## config.mk

```make
export PLATFORM = sky130hd
export DESIGN_NAME = mul_dispatcher
export DESIGN_NICKNAME = d
export VERILOG_FILES = /design/src/rtl/mul_dispatcher.sv
export SDC_FILE = /design/constraint.sdc
export NUM_CORES = 1
export LEC_CHECK = 0
export ABC_AREA = 1
export CORE_ASPECT_RATIO = 1.5
export CORE_UTILIZATION = 46
export CTS_CLUSTER_SIZE = 40
export DETAILED_ROUTE_END_ITERATION = 7
export HOLD_SLACK_MARGIN = 0.12
export PLACE_DENSITY_LB_ADDON = 0.25
export SYNTH_ARGS = -nofsm -noshare
export SYNTH_HDL_FRONTEND = slang
export SYNTH_SLANG_ARGS = --single-unit
```

## constraint.sdc

```tcl
create_clock -name clk -period 12.4 [get_ports clk]
set_input_delay 2.48 -clock clk [delete_from_list [all_inputs] [get_ports clk]]
set_output_delay 2.48 -clock clk [all_outputs]
set_load 0.01 [all_outputs]
```

## src/rtl/mul_dispatcher.sv

```systemverilog
// Operand FIFO and issue/collect sequencer for a multi-cycle 32x32 signed multiplier.
// Optional watchdog on the multiplier handshake: define MUL_DISP_TIMEOUT_EN.
module mul_dispatcher #(
  parameter int FIFO_DEPTH     = 4,
  parameter int TIMEOUT_CYCLES = 96
) (
  input  logic                          clk,
  input  logic                          reset_n,
  input  logic                          flush,
  input  logic                          in_valid,
  output logic                          in_ready,
  input  logic [31:0]                   in_multiplier,
  input  logic [31:0]                   in_multiplicand,
  output logic                          res_valid,
  input  logic                          res_ready,
  output logic [63:0]                   res_data,
  output logic                          busy,
  output logic [$clog2(FIFO_DEPTH):0]   fifo_count,
  output logic                          mul_start,
  output logic                          mul_clear,
  output logic [31:0]                   mul_multiplier,
  output logic [31:0]                   mul_multiplicand,
  input  logic                          mul_done,
  input  logic [63:0]                   mul_result
`ifdef MUL_DISP_TIMEOUT_EN
  ,
  output logic                          timeout_err
`endif
);

  localparam int AW = $clog2(FIFO_DEPTH);
  localparam int CW = AW + 1;

  if (FIFO_DEPTH < 2 || (FIFO_DEPTH & (FIFO_DEPTH - 1)) != 0 || TIMEOUT_CYCLES < 2) begin : g_param_check
    $error("mul_dispatcher: FIFO_DEPTH must be a power of 2 >= 2 and TIMEOUT_CYCLES >= 2");
  end

  typedef enum logic [1:0] {IDLE, ISSUE, WAIT, CLEAR} state_t;

  state_t        state;
  logic [AW-1:0] wr_ptr;
  logic [AW-1:0] rd_ptr;
  logic [63:0]   mem [FIFO_DEPTH];
  logic          full;
  logic          empty;
  logic          push;
  logic          pop;
  logic          take;
  logic          capture;

`ifdef MUL_DISP_TIMEOUT_EN
  localparam int TW = $clog2(TIMEOUT_CYCLES + 1);
  localparam logic [TW-1:0] TMO_LAST = TW'(TIMEOUT_CYCLES - 1);
  logic [TW-1:0] tmo_cnt;
`endif

  assign full     = (fifo_count == CW'(FIFO_DEPTH));
  assign empty    = (fifo_count == '0);
  // Held low during reset so nothing is accepted while the block is being cleared.
  assign in_ready = reset_n && !full;
  assign push     = in_valid && in_ready && !flush;
  assign pop      = (state == IDLE) && !empty && !flush;
  assign take     = res_valid && res_ready;
  assign capture  = (state == WAIT) && mul_done && (!res_valid || res_ready) && !flush;
  assign busy     = (state != IDLE) || !empty;

  // NOTE: storage arrays carry no reset; only pointers and count define validity,
  // which keeps the array mappable onto plain RAM/register-file cells.
  always_ff @(posedge clk) begin
    if (push) mem[wr_ptr] <= {in_multiplier, in_multiplicand};
  end

  // NOTE: all state here uses non-blocking assignments so every register samples
  // pre-edge values regardless of statement order.
  always_ff @(posedge clk) begin
    if (!reset_n) begin
      state            <= IDLE;
      wr_ptr           <= '0;
      rd_ptr           <= '0;
      fifo_count       <= '0;
      res_valid        <= 1'b0;
      res_data         <= '0;
      mul_start        <= 1'b0;
      mul_clear        <= 1'b1;
      mul_multiplier   <= '0;
      mul_multiplicand <= '0;
`ifdef MUL_DISP_TIMEOUT_EN
      tmo_cnt          <= '0;
      timeout_err      <= 1'b0;
`endif
    end else begin
      mul_start <= 1'b0;
      mul_clear <= 1'b0;

      if (flush) begin
        wr_ptr     <= '0;
        rd_ptr     <= '0;
        fifo_count <= '0;
      end else begin
        if (push) wr_ptr <= wr_ptr + 1'b1;
        if (pop)  rd_ptr <= rd_ptr + 1'b1;
        if (push && !pop)      fifo_count <= fifo_count + 1'b1;
        else if (pop && !push) fifo_count <= fifo_count - 1'b1;
      end

      // A capture on the same edge as a consume keeps res_valid high with new data.
      if (capture) begin
        res_valid <= 1'b1;
        res_data  <= mul_result;
      end else if (take) begin
        res_valid <= 1'b0;
      end

      case (state)
        IDLE: begin
          if (pop) begin
            mul_multiplier   <= mem[rd_ptr][63:32];
            mul_multiplicand <= mem[rd_ptr][31:0];
            mul_start        <= 1'b1;
            state            <= ISSUE;
          end
        end
        ISSUE: begin
`ifdef MUL_DISP_TIMEOUT_EN
          tmo_cnt <= TW'(1);
`endif
          if (flush) begin
            mul_clear <= 1'b1;
            state     <= CLEAR;
          end else begin
            state <= WAIT;
          end
        end
        WAIT: begin
          if (flush || capture) begin
            mul_clear <= 1'b1;
            state     <= CLEAR;
          end
`ifdef MUL_DISP_TIMEOUT_EN
          else if (!mul_done && tmo_cnt == TMO_LAST) begin
            timeout_err <= 1'b1;
            mul_clear   <= 1'b1;
            state       <= CLEAR;
          end else begin
            tmo_cnt <= tmo_cnt + 1'b1;
          end
`endif
        end
        CLEAR:   state <= IDLE;
        default: state <= IDLE;
      endcase
    end
  end

endmodule

```

---- Word level (Yosys, flattened, before mapping) ----
Memories as Yosys holds them, arrays and structs flattened. A register that Yosys moved wholly into a read port is not among the register bits.
Cells that the tools add are included.
storage, ports and cells
  register bits ........................... 76
  memory bits (writable) .................. 256
  input port bits ......................... 134
  word-level logic and storage cells ...... 64
  memories kept ........................... 1
memory list
  memory  words  width  rd ports  clocked after memory_dff  write ports  RTL line  source
  mem     4      64     1         1                         1            43        logic [63:0] mem [FIFO_DEPTH];
cells by class
  $add $sub $neg .......................... 4
  equality and inequality tests ........... 6
  mux-type cells .......................... 14
  bitwise operators ....................... 1
  reductions and logical operators ........ 30
operators by type and width
  operator               count
  $logic_and A1 B1 Y1    11
  $mux W1                8
  $pmux W2 S4            1
  $logic_not A1 Y1       7
  $mux W3                2
  $reduce_and A2 Y1      3
  $reduce_bool A2 Y1     3
  $add A2 B1 Y2 const B  2
  $eq A2 B2 Y1 const B   2
  $mux W2                2
  $add A3 B1 Y3 const B  1
  $eq A3 B3 Y1 const B   1
  $logic_not A3 Y1       1
  $logic_or A1 B1 Y1     3
  $sub A3 B1 Y3 const B  1
  $eq A2 B1 Y1 const B   1
  $logic_not A2 Y1       1
  $ne A2 B1 Y1 const B   1
  $ne A2 B2 Y1 const B   1
  $pmux W1 S2            1
  $reduce_or A2 Y1       1
  $not A1 Y1             1

---- Logic depth before layout (Yosys ltp) ----
Gate-level depths: netlist of the first run.
  word-level depth ........................ 9
  depth in mapped cells ................... 16

---- Worst setup path before layout of the first run ----
No wires, ideal clock.
  path kind ............................... in2reg
  start point ............................. in reset_n
  end point ............................... mem mem[0][0] (enable)
  library setup time ...................... 0.487 ns
  arrival time ............................ 5.618 ns
  path slack .............................. 6.295 ns
  stages .................................. 4
  path through ............................ inv_1 nor2_1 nand3_1 nor2_1
between the ends
  word-level cells in the longest chain between the ends .. 5
RTL lines
  what                               RTL line  source
  from (decl)                        8         input logic reset_n,
  $logic_and A1 B1 Y1                60        assign in_ready = reset_n && !full;
  $logic_and A1 B1 Y1 (2 in series)  61        assign push = in_valid && in_ready && !flush;
  $mux W1                            70        if (push) mem[wr_ptr] <= {in_multiplier, in_multiplicand};
  $mux W1 (not written as such)      70
  to (decl)                          43
No other way between the ends.

---- Worst setup path after layout of the first run ----
  start point ............................. in reset_n
  end point ............................... out in_ready
between the ends
  word-level cells in the longest chain between the ends .. 1
RTL lines
  what                 RTL line  source
  $logic_and A1 B1 Y1  60
  to (decl)            11        output logic in_ready,
No other way between the ends.

==> results of run 1 <==
==> worst reg2reg max path, delay by kind of cell, from the launching register on <==
kind | cells | cell delay [ps]
buffers and inverters | 1 | 570
and+or+nand+nor | 4 | 1520
DFF | 1 | 440
==> cells in the final DEF (no fill, tap or decap), drive strengths merged <==
| cell type | netlist | final |
|---|---|---|
| nor2 | 400 | 400 |
| fa | 1 | 1 |
| dfxtp | 140 | 140 |
| diode | 0 | 1 |
| xor2 | 2 | 2 |
| clkinvlp | 0 | 1 |
| buf | 59 | 12 |
| ha | 9 | 9 |
| bufinv | 0 | 6 |
| a21oi | 74 | 74 |
| o21a | 65 | 65 |
| o21ai | 197 | 197 |
| nand2 | 84 | 84 |
| edfxtp | 256 | 256 |
| clkdlybuf4s50 | 0 | 268 |
| clkbuf | 24 | 50 |
| nand3 | 6 | 6 |
| inv | 89 | 89 |
| clkinv | 0 | 8 |
==> state kept, by name, summed over array words and instances, names as in the netlist <==
signal,cells
fifo_count,3
mem,256
mul_clear,1
mul_multiplicand,32
mul_multiplier,32
mul_start,1
rd_ptr,2
res_data,64
res_valid,1
state,2
wr_ptr,2
==> path summary, 6_finish.rpt <==
check / to / cells past startpoint / slack (ps) / start
min reg2reg: res_data[40] / 2 / 510 / res_data[40]
max: in_ready / 6 / 5630 / reset_n
min: res_data[40] / 2 / 510 / res_data[40]
max reg2reg: mem[2][29] / 5 / 9500 / fifo_count[0]
==> synthesized netlist by cell type (all sizes together) <==
cell,instances
inv,89
edfxtp,256
nor2,400
nand2,84
a21oi,74
buf,59
ha,9
dfxtp,140
xor2,2
clkbuf,24
nand3,6
o21ai,197
o21a,65
fa,1
==> layer usage <==
layer | vias to the layer above | track usage
met5 | - | 0
met4 | 0 | 0.08798
met3 | 62 | 0.05621
met2 | 301 | 0.3545
met1 | 4836 | 0.2227
li1 | 5180 | -
==> power by group through the flow <==
stage	combinational [mW]	clock (mW)	sequential (mW)
after floorplan	0.143	0	1.53
final	0.327	1.15	1.49
after CTS	0.330	1.17	1.49
after detailed placement	0.328	0	1.51
after global placement	0.324	0	1.51
after global routing	0.362	1.22	1.49
==> cell families after synthesis <==
| family | share of synthesized area |
|---|---|
| and+or+nand+nor | 0.1231 |
| DFF | 0.6957 |
| AOI/OAI and AO/OA | 0.1223 |
| buffers and inverters | 0.04888 |
| adders and majority gates | 0.008796 |
| xor gates and xnor gates | 0.001162 |
==> per-stage QoR <==
stage	setup slack [ps]	hold WS (ps)	total power, mW	area (µm²)
global placement	5615	478.9	1.836	18010
detailed placement	5625	491.7	1.843	18010
floorplan	6295	480.0	1.672	15080
CTS	5624	507.0	2.991	19240
global route	5518	525.2	3.078	19240
finish	5633	508.0	2.963	19240
==> layout make-up <==
type | count | area (µm²)
diodes | 1 | 2.502
clock buffers | 50 | 1005
clock inverters | 15 | 220.2
fillers | 2579 | 12790
inverters | 89 | 336.6
multi-input cells | 838 | 3894
flip-flops and latches | 396 | 10500
well taps | 410 | 513.0
repair buffers | 280 | 2770
==> flow_summary.ini, run 1 <==
[power]
p_int_mw = 2.311
pwr-share-seq = 0.502
p_sw_frac = 0.2200
clockPowerShare = 0.388
combPwrFrac = 0.110
vdd_drop_max_mv = 0.09895
total_leakage_power_nw = 7.011
powerDensity_mw_per_mm2 = 154.0
p_switching_mw = 0.6518

[critical_path]
startpoint_type = primary input
cp_data_required_time_ps = 9920
cp-end-kind = output port
arrival_ps = 4290
crit_buf_inv = 5
cpPeakStageDelay_ps = 550
critPathTopFamily = buffers and inverters
worstSetupPathType = in -> out
crit_path_max_fanout = 69
path_common_cell = buf_4
path_cells = buf_2 -> buf_4 -> inv_2 -> buf_4 -> a21oi_1 -> clkdlybuf4s50_1
cpMaxStageDelayCell = clkdlybuf4s50_1

[global_routing]
antenna_found_initial = 1
grt_overflow = 0
grtUsageTotal = 0.2008
grt_pass1_vias = 10370
grt_max_degree = 71
grt_pass1_wl_um = 51980

[die]
die_x_um = 149.8
start_util = 0.4707
core_area_mm2 = 0.03203
fp.dieH_um = 223.7
pin_count = 270
rows = 80
dieArea_mm2 = 0.03352

[drt]
drt-vias-per-instance = 4.992
wl_met1_um = 12940
wl_met3_um = 2455
post_drt_wl_per_cell_um = 16.03
first_pass_iters = 5
wirelength_um = 33330
postRouteAntennaNets = 0
drcViolationCount = 0
wl_met2_um = 16790
first_iter_violations = 413
dr_total_vias = 10380
routed.top_layer = met4

[cells_and_area]
fin_nets = 1786
utilization = 0.6006
drive_gt1_frac = 0.04676
finalNonFillerCells = 2079
area_growth_pct = 27.59

[placement]
placed_cells = 2013
gp_congestion = 0.7226
dpl.hpwl_um = 20360
numPortBuffers = 269

[cts]
clock-sinks = 396
ctsResizeCount = 0
cts-buffers-inserted = 37
clock_path_buffers = 3
cts_root_buf = clkbuf_16
cts_tree = built
ctsHtreeMaxLevel = 2
clock_latency_ps = 530
hold_buffers = 0
cts.clk_slew.worst_paths_ps = 60
post_cts.repair.setup_buffers = 0

[sta]
drv_slew = 0
fin_crit_sh = 0.5458
skew_ps = 25.02
setup_violations = 0
fmax_ghz = 0.1478
period_needed_ps = 6767
slew_headroom = 0.2530
rsz0062_at_grt = false
hold_violations = 0
worst_pin_slew_ps = 1118
tns_ps = 0

[min_path]
hp-class = reg -> reg

[synth]
yosysTopAreaCell = edfxtp_1
yosysUniqueCellTypes = 20
synthCells = 1406
syn_area_per_cell_um2 = 10.72
synthTopCellsByArea = edfxtp_1 51%, dfxtp_1 19%, nor2_1 9.9%
ys_ff_latch = 396
synth_nets = 1550
synth-seq-area-share = 0.6957
ys_warn_count = 0
syn_area_mm2 = 0.01508
synth.top_cell.area_share = 0.5098

[outcome]
status = finished clean

[job]
drv_cap = 0
(Power assumes the default switching activity.)
==> run 2: changes to the inputs <==
==> constraint.sdc (replaced) <==
create_clock -name clk -period 7.1 [get_ports clk]
set_input_delay 1.42 -clock clk [delete_from_list [all_inputs] [get_ports clk]]
set_output_delay 1.42 -clock clk [all_outputs]
set_load 0.01 [all_outputs]
==> run 2 against run 1 <==
  * Combinational power increased by 76%
  * Die area unchanged
  * Sequential power increased by 74%
  * Cell area increased by 0.81%
  * Clock skew decreased by 9.7 ps
  * Largest cell class unchanged
==> flow_summary.ini, run 2 (synthesis results as in run 1) <==
[drt]
dr_total_vias = 10440
wirelength_um = 34490
first_pass_iters = 5
drt-vias-per-instance = 4.994
drcViolationCount = 0
postRouteAntennaNets = 0
post_drt_wl_per_cell_um = 16.50
first_iter_violations = 491

[global_routing]
grt_pass1_wl_um = 53810
antenna_found_initial = 4
grt_overflow = 0
grtUsageTotal = 0.2079
grt_pass1_vias = 10480
grt_max_degree = 116

[cts]
post_cts.repair.setup_buffers = 0
ctsResizeCount = 0
clock_path_buffers = 3
cts-buffers-inserted = 38
ctsHtreeMaxLevel = 2
clock_latency_ps = 530
cts_tree = built
cts_root_buf = clkbuf_16
cts.clk_slew.worst_paths_ps = 60
hold_buffers = 0
clock-sinks = 396

[die]
fp.dieH_um = 223.7
pin_count = 270
core_area_mm2 = 0.03203
die_x_um = 149.8
start_util = 0.4707
dieArea_mm2 = 0.03352
rows = 80

[critical_path]
arrival_ps = 3220
cp_data_required_time_ps = 5680
cp-end-kind = output port
worstSetupPathType = in -> out
r2r_cells = 5
startpoint_type = primary input
crit_path_max_fanout = 69

[sta]
post-route-worst-setup-slack_ps = 2457
period_needed_ps = 4643
setup_violations = 0
fin_crit_sh = 0.6540
rsz0062_at_grt = false
drv_slew = 0
worst_pin_slew_ps = 1143
slew_headroom = 0.2379
skew_ps = 15.27
holdWs_ps = 506.1
fmax_ghz = 0.2154
tns_ps = 0
hold_violations = 0

[power]
combPwrFrac = 0.108
pwr-share-seq = 0.487
total_leakage_power_nw = 7.086
p_int_mw = 4.145
vdd_drop_max_mv = 0.2328
p_sw_frac = 0.2225
p_switching_mw = 1.186
powerDensity_mw_per_mm2 = 274.9
clockPowerShare = 0.405

[cells_and_area]
fin_nets = 1790
regMostFlops = mem
area_growth_pct = 28.63
final_common_cell = nor2_1
drive_gt1_frac = 0.05251
finalNonFillerCells = 2090
largestRegisters = mem x256, res_data x64
largest_reg_flops = 256
fill_cells = 2636
final_cell_mix = 393 x nor2_1, 268 x clkdlybuf4s50_1, 256 x edfxtp_1

[placement]
placed_cells = 2016
gp_congestion = 0.7432
pre_cts_slack_ps = 2416
dpl.hpwl_um = 20800
numPortBuffers = 269

[min_path]
hp-class = reg -> reg
holdPathStages = 2

[job]
drv_cap = 0

[outcome]
status = finished clean
run 2: cell types whose count changed in the layout (fill, tap and decap cells not counted), sizes merged:
cell	previous run	this run
diode	1	4
clkinv	8	7
inv	89	90
clkinvlp	1	2
clkbuf	50	54
buf	12	15
run 2: worst max-delay path: stages:
cell	delay (ps)
buf_2	80
buf_4	490
inv_2	60
buf_4	380
a21oi_1	220
clkdlybuf4s50_1	560
run 2: routing by layer:
layer / track usage / vias up / share of wire
li1: - / 5204 / -
met1: 0.2323 / 4893 / 0.39
met2: 0.3719 / 288 / 0.52
met3: 0.05519 / 53 / 0.067
met4: 0.08081 / 0 / 0.024
met5: 0 / - / 0
run 2: through the flow:
step	total power, mW	util	cell area (µm²)
2_1_floorplan	2.920	-	15080
3_3_place_gp	3.209	0.5630	18030
3_5_place_dp	3.221	0.5630	18030
4_1_cts	5.391	0.6052	19380
5_1_grt	5.539	0.6055	19390
6_report	5.332	0.6055	19390
run 2: final timing paths:
check / endpoint / startpoint / slack, ps
worst max-delay path: in_ready / reset_n / 2460
worst min-delay path: res_data[34] / res_data[34] / 510
worst max register to register: mem[1][23] / fifo_count[0] / 4460
worst min register to register: res_data[34] / res_data[34] / 510
run 2: cell type report:
type	instances	area, µm²	share of cell area
flip-flops and latches	396	10500	0.5413
multi-input cells	838	3894	0.2008
repair buffers	283	2793	0.1440
clock buffers	54	1115	0.05748
well taps	410	513.0	0.02645
inverters	89	336.6	0.01735
clock inverters	16	236.5	0.01219
diodes	4	10.01	0.0005161
run 2: power groups by stage:
stage          Clock, mW  Sequential (mW)  Combinational [mW]
6_report            2.16             2.60               0.576
5_1_grt             2.30             2.60               0.638
4_1_cts             2.21             2.60               0.583
3_5_place_dp           0             2.64               0.577
3_3_place_gp           0             2.64               0.569
2_1_floorplan          0             2.67               0.250
